### src/rtl/lector_destinos.sv
// lector_destinos: round-robin, rate-limited drain of destination FIFOs
// D0/D1 with tagged delivery, destination checks and per-FIFO counters.
module lector_destinos #(
    parameter int BW = 6,
    parameter int CW = 16
) (
    input  logic          clk,
    input  logic          reset_L,
    input  logic          enable,
    input  logic [3:0]    rate_div,
    input  logic          clear,
    input  logic          D0_empty,
    input  logic          D1_empty,
    input  logic          D0_error_output,
    input  logic          D1_error_output,
    input  logic [BW-1:0] D0_data_out,
    input  logic [BW-1:0] D1_data_out,
    output logic          D0_rd,
    output logic          D1_rd,
    output logic [BW-1:0] out_data,
    output logic          out_valid,
    output logic          out_dest,
    output logic [CW-1:0] count_D0,
    output logic [CW-1:0] count_D1,
    output logic          dest_error,
    output logic          fifo_error,
    output logic [1:0]    state
);

    typedef enum logic [1:0] {
        IDLE = 2'd0,
        ARB  = 2'd1,
        GAP  = 2'd2
    } state_t;

    state_t        r_state;
    logic          r_last;
    logic [3:0]    r_gap;
    logic          r_pend;
    logic          r_pend_dest;
    logic          r_valid;
    logic [BW-1:0] r_data;
    logic          r_dest;
    logic [CW-1:0] r_cnt0;
    logic [CW-1:0] r_cnt1;
    logic          r_derr;
    logic          r_ferr;

    logic          w_pop_ok;
    logic          w_gnt0;
    logic          w_gnt1;
    logic          w_pop;
    logic          w_inc0;
    logic          w_inc1;
    logic          w_bad;
    logic          w_ferr;

    // r_last points at the FIFO served most recently; the other one wins ties
    assign w_pop_ok = (r_state == ARB) & enable;
    assign w_gnt0   = ~D0_empty & (D1_empty | r_last);
    assign w_gnt1   = ~D1_empty & (D0_empty | ~r_last);
    assign D0_rd    = w_pop_ok & w_gnt0;
    assign D1_rd    = w_pop_ok & w_gnt1;
    assign w_pop    = D0_rd | D1_rd;

    always_ff @(posedge clk or negedge reset_L) begin
        if (!reset_L) begin
            r_state <= IDLE;
            r_last  <= 1'b1;
            r_gap   <= 4'd0;
        end else begin
            case (r_state)
                IDLE: begin
                    if (enable)
                        r_state <= ARB;
                end
                ARB: begin
                    if (!enable) begin
                        r_state <= IDLE;
                    end else if (w_pop) begin
                        r_last <= D1_rd;
                        if (rate_div != 4'd0) begin
                            r_state <= GAP;
                            r_gap   <= rate_div;
                        end
                    end
                end
                GAP: begin
                    if (r_gap == 4'd1) begin
                        r_gap   <= 4'd0;
                        r_state <= enable ? ARB : IDLE;
                    end else begin
                        r_gap <= r_gap - 4'd1;
                    end
                end
                default: begin
                    r_state <= IDLE;
                    r_gap   <= 4'd0;
                end
            endcase
        end
    end

    // FIFO data is valid the cycle after its pop; register it then
    always_ff @(posedge clk or negedge reset_L) begin
        if (!reset_L) begin
            r_pend      <= 1'b0;
            r_pend_dest <= 1'b0;
            r_valid     <= 1'b0;
            r_data      <= '0;
            r_dest      <= 1'b0;
        end else begin
            r_pend  <= w_pop;
            r_valid <= r_pend;
            if (w_pop)
                r_pend_dest <= D1_rd;
            if (r_pend) begin
                r_data <= r_pend_dest ? D1_data_out : D0_data_out;
                r_dest <= r_pend_dest;
            end
        end
    end

    assign w_inc0 = r_valid & ~r_dest;
    assign w_inc1 = r_valid & r_dest;
    assign w_bad  = r_valid & (r_data[BW-2] != r_dest);
    assign w_ferr = (D0_rd & D0_error_output) | (D1_rd & D1_error_output);

    // clear wins over history but not over an event in the same cycle
    always_ff @(posedge clk or negedge reset_L) begin
        if (!reset_L) begin
            r_cnt0 <= '0;
            r_cnt1 <= '0;
            r_derr <= 1'b0;
            r_ferr <= 1'b0;
        end else if (clear) begin
            r_cnt0 <= {{(CW-1){1'b0}}, w_inc0};
            r_cnt1 <= {{(CW-1){1'b0}}, w_inc1};
            r_derr <= w_bad;
            r_ferr <= w_ferr;
        end else begin
            r_cnt0 <= r_cnt0 + {{(CW-1){1'b0}}, w_inc0};
            r_cnt1 <= r_cnt1 + {{(CW-1){1'b0}}, w_inc1};
            r_derr <= r_derr | w_bad;
            r_ferr <= r_ferr | w_ferr;
        end
    end

    assign out_data   = r_data;
    assign out_valid  = r_valid;
    assign out_dest   = r_dest;
    assign count_D0   = r_cnt0;
    assign count_D1   = r_cnt1;
    assign dest_error = r_derr;
    assign fifo_error = r_ferr;
    assign state      = r_state;

endmodule

### config.mk
export PLATFORM = sky130hd
export DESIGN_NAME = lector_destinos
export DESIGN_NICKNAME = d
export VERILOG_FILES = /design/src/rtl/lector_destinos.sv
export SDC_FILE = /design/constraint.sdc
export NUM_CORES = 1
export LEC_CHECK = 0
export CAP_MARGIN = 25
export CORE_ASPECT_RATIO = 1.4
export CORE_MARGIN = 2
export CORE_UTILIZATION = 52
export CTS_CLUSTER_SIZE = 25
export DETAILED_ROUTE_END_ITERATION = 10
export PLACE_DENSITY = 0.95
export SYNTH_ARGS = -nofsm -noshare
export SYNTH_HDL_FRONTEND = slang
export SYNTH_SLANG_ARGS = --single-unit
### constraint.sdc
create_clock -name clk -period 3.75 [get_ports clk]
set_clock_uncertainty 0.15 [all_clocks]
set_input_delay 1.125 -clock clk [delete_from_list [all_inputs] [get_ports clk]]
set_output_delay 1.125 -clock clk [all_outputs]
set_load 0.05 [all_outputs]
# Yosys cells after proc, flatten, opt, wreduce, memory -nomap -nowiden

Cells that the tools add are included.
Widths: inputs -> output; s select.

Flip-flop bits (word level): 51
Output and inout bits: 46

Reductions and logical operators: 5
Add/sub/neg operators: 3
Mux-type cells: 17
Eq/ne operators: 11
Bitwise gates (word level): 21

Operator list:

| operator            | count |
|---|---|
| $add 16x1->16       | 2 |
| $mux 16             | 2 |
| $mux 4              | 4 |
| $pmux 4 s3          | 1 |
| $and 1x1->1         | 10 |
| $mux 2              | 5 |
| $ne 2x2->1 const B  | 4 |
| $reduce_and 4->1    | 2 |
| $mux 6              | 1 |
| $or 1x1->1          | 6 |
| $pmux 2 s3          | 1 |
| $not 1->1           | 5 |
| $eq 4x1->1 const B  | 1 |
| $reduce_bool 4->1   | 1 |
| $sub 4x1->4 const B | 1 |
| $mux 1              | 3 |
| $ne 3x2->1 const B  | 1 |
| $ne 3x3->1 const B  | 1 |
| $reduce_and 3->1    | 1 |
| $eq 2x1->1 const B  | 1 |
| $eq 2x2->1 const B  | 1 |
| $logic_not 2->1     | 1 |
| $ne 2x1->1 const B  | 1 |
| $ne 1x1->1          | 1 |

# Depth between registers and ports, before layout

Gate-level depths: netlist (run 1).

Depth in word-level cells: 8
Gate-level depth with buffers: 7

# Worst setup path before layout (run 1)

Ideal clock, no wire load.

Kind: input port to output port
From: in enable
To: out D1_rd
Buffers on the path: 0
Arrival time: 2.433 ns
Stages: 2
Data required time: 2.475 ns
Setup slack: 0.042 ns
Cell sequence: nand2_1 nor3_1

Cells in the longest elaborated chain, start to end: 2

RTL lines:

| element            | line | RTL |
|---|---|---|
| start: declaration | 9    | `input logic enable,` |
| $and 1x1->1        | 59   | `assign w_pop_ok = (r_state == ARB) & enable;` |
| $and 1x1->1        | 63   | `assign D1_rd = w_pop_ok & w_gnt1;` |
| end: declaration   | 19   | `output logic D1_rd,` |

Every way passes these cells.

# Worst setup path after layout (run 1)

Ends and elaborated chain as after synthesis.

==> flow_metrics.env, run 1 <==
export IMPL_ctsResizeCount=0
export IMPL_critPathKind="in -> out"
export IMPL_holdPathStages=2
export IMPL_ctsHoldBuffers=0
export IMPL_grt_overflow=0
export IMPL_ys_flop_type="dfrtp_1"
export IMPL_cts_max_level=2
export IMPL_start_kind="input pin"
export IMPL_die_width_um=63.4
export IMPL_core_region_area_um2=4800
export IMPL_timing_rr_start="out_dest$_DFFE_PN0P_"
export IMPL_async_flop_share_pct=100
export IMPL_cts_buffers=5
export IMPL_grt_pass1_wl_mm=9.65
export IMPL_switchingPower_uw=737
export IMPL_path_max_fanout=7
export IMPL_crit_path_end_kind="output pin"
export IMPL_vias_per_cell=5.50
export IMPL_synth_top_family_by_area="simple AND/OR/NAND/NOR gates"
export IMPL_crit_chain="clkdlybuf4s50_1 > nand2_1 > nor3_1 > buf_4 > buf_12"
export IMPL_via_count=2149
export IMPL_hold_viol=0
export IMPL_synthAdderAreaFrac_pct=4.87
export IMPL_synth_top_area_share_pct=48.7
export IMPL_clk_latency_ns=0.30
export IMPL_final_common_cell="clkdlybuf4s50_1"
export IMPL_finish_cell_count_without_fillers=391
export IMPL_synth_edff_count=0
export IMPL_track_usage_pct=22.0
export IMPL_synth_area_leader_cell="dfrtp_1"
export IMPL_synth_xor_area_share_pct=8.18
export IMPL_tightest_slew_ns=0.574
export IMPL_switching_share_pct=40.3
export IMPL_cts_tree="done"
export IMPL_ys_seq_elements=51
export IMPL_dr_pass1_iters=4
export IMPL_synthCells=254
export IMPL_cts_root_buf="clkbuf_8"
export IMPL_yosys_top_cells_area="dfrtp_1, xor2_1, nor2_1"
export IMPL_pin_count=70
export IMPL_period_share_pct=96.3
export IMPL_post_place_cells=383
export IMPL_die_area_um2=5530
export IMPL_r2r_end="count_D1[14]$_DFF_PN0_"
export IMPL_netlist_area_um2=2570
export IMPL_numPortBuffers=69
export IMPL_status="completed"
export IMPL_rsz0062_at_grt="false"
export IMPL_row_count=30
export IMPL_pwr_share_comb_pct=41.2
export IMPL_maxCapViolCount=0
export IMPL_max_freq_ghz=0.277
export IMPL_nNetsFinal=360
export IMPL_synthMuxAreaShare_pct=4.53
export IMPL_holdPathEnd="fifo_error$_DFF_PN0_"
export IMPL_ff2ff_setup_slack_ns=1.72
export IMPL_wirelength_mm=5.72
export IMPL_drt_iter0_drc=54
export IMPL_tns_ns=0
export IMPL_seq_area_frac_synth_pct=49.7
export IMPL_cts_setup_buffers=0
export IMPL_drc=0
export IMPL_critPathSlowestCell="clkdlybuf4s50_1"
export IMPL_antenna_cells=0
export IMPL_critPathTopFamily="buffers and inverters"
export IMPL_drive_gt1_share_pct=6.73
export IMPL_critical_path_arrival_ns=2.34
export IMPL_p_int_uw=1090
export IMPL_die_h_um=87.2
export IMPL_grt_pass1_vias=2161
export IMPL_setup_violations=0
export IMPL_syn_num_nets=288
export IMPL_worstHoldStart="fifo_error$_DFF_PN0_"
export IMPL_mostFrequentLayoutCells="clkdlybuf4s50_1, dfrtp_1, nor2_1, xor2_1, a21oi_1"
export IMPL_synth_simple_area_share_pct=20.3
export IMPL_crit_buf_inv=3
export IMPL_place_gp_congestion=0.788
export IMPL_dpl_hpwl_mm=4.40
export IMPL_min_path_type="reg -> reg"
export IMPL_antenna_found_initial=0
export IMPL_slew_headroom_pct=61.8
export IMPL_p_clk_share_pct=18.1
export IMPL_rr_worst_depth=6
export IMPL_worstPathRequired_ns=2.47
export IMPL_start_util_pct=53.5
export IMPL_maxSlewViolCount=0
export IMPL_grt_max_degree=27
export IMPL_ctsLongestPathBuffers=2
export IMPL_wl_per_cell_um=14.6
export IMPL_syn2layout_area_growth_pct=34.1
export IMPL_yosys_warnings=0
export IMPL_cpPeakStageDelay_ns=0.52
export IMPL_fin_crit_ns=3.61
export IMPL_ir_drop_mv=0.519
export IMPL_synth_compound_area_share_pct=8.86
export IMPL_p_per_area_nw_per_um2=530
export IMPL_syn_avg_cell_area_um2=10.1
export IMPL_clock_sinks=51
export IMPL_leakagePower_uw=0.00150
export IMPL_ys_types=39
export IMPL_clk_pin_slew_ns=0.09
export IMPL_postRouteAntennaNets=0
export IMPL_p_seq_share_pct=40.7
==> sequential cells by signal, indices dropped and copies added (netlist names) <==
register,cells
out_dest,1
dest_error,1
count_D1,16
r_gap,4
r_last,1
count_D0,16
out_valid,1
r_pend_dest,1
fifo_error,1
out_data,6
r_pend,1
state,2
==> power groups by stage <==
stage,Combinational (uW),Sequential (uW),Clock (uW)
after floorplan,303,942,0
after global placement,737,749,0
after detailed placement,758,752,0
after CTS,761,743,337
after global routing,807,758,365
final,754,744,330
==> how the worst max path moves through the flow <==
stage,to,start,slack [ns],depth (start not counted)
finish,D1_rd,enable,0.14,5
global route,D1_rd,enable,0.04,5
CTS,D1_rd,enable,0.14,5
detailed placement,D1_rd,enable,0.15,5
global placement,D1_rd,enable,0.19,5
floorplan,D1_rd,enable,0.04,2
==> synthesized netlist by cell type, drive strengths merged (7+ instances only) <==
library cell and count:
nand3 9, ha 10, o21ai 12, dfrtp 50, nand2 13, or3 7, a21oi 14, nor2 34
inv 12, nand4 13, xor2 18
==> through the flow <==
step	hold slack [ns]	utilization (%)	setup WS [ns]	area (um2)	total power, uW
floorplan	0.270	-	0.0416	2570	1240
global placement	0.340	69.7	0.192	3350	1490
detailed placement	0.365	69.7	0.149	3350	1510
CTS	0.383	71.7	0.136	3450	1840
global route	0.405	71.7	0.0445	3450	1930
finish	0.376	71.7	0.139	3450	1830
==> per-layer routing <==
layer,global-route usage [%],vias to the layer above,wire (um)
li1,-,1022,-
met1,25.5,1064,2250
met2,40.7,55,3150
met3,4.66,8,212
met4,6.32,0,100
met5,0,-,0
==> worst register-to-register path, cell delays in order, from the launching register on <==
cell     delay (ns)
dfrtp_1        0.42
and2_1         0.19
ha_1           0.18
and4_1         0.32
nand4_1        0.19
or4_1          0.43
o21ai_1        0.09
==> cell families (layout without fill, tap and decap cells) <==
| family | count (synthesis) | in the layout |
|---|---|---|
| buffers and inverters | 21 | 94 |
| muxes | 11 | 11 |
| AOI/OAI and AO/OA | 38 | 38 |
| xor gates and xnor gates | 24 | 24 |
| adders and majority gates | 10 | 10 |
| DFF | 51 | 51 |
| and+or+nand+nor | 99 | 99 |
==> layout make-up <==
class,instances,area [um2]
Clock buffer,6,82.6
Clock inverter,2,16.3
Fill cell,380,1360
Inverter,12,45.0
Multi-Input combinational cell,182,1200
Sequential cell,51,1280
Tap cell,64,80.1
Timing Repair Buffer,74,743
Note: power is estimated with default switching activity, not from simulation.
==> inputs of run 2 (changes only) <==
Settings changed: CTS_CLUSTER_DIAMETER set to 50.
==> results of run 2 <==
Same layout as run 1: the final DEF is identical, and so are final timing and power.
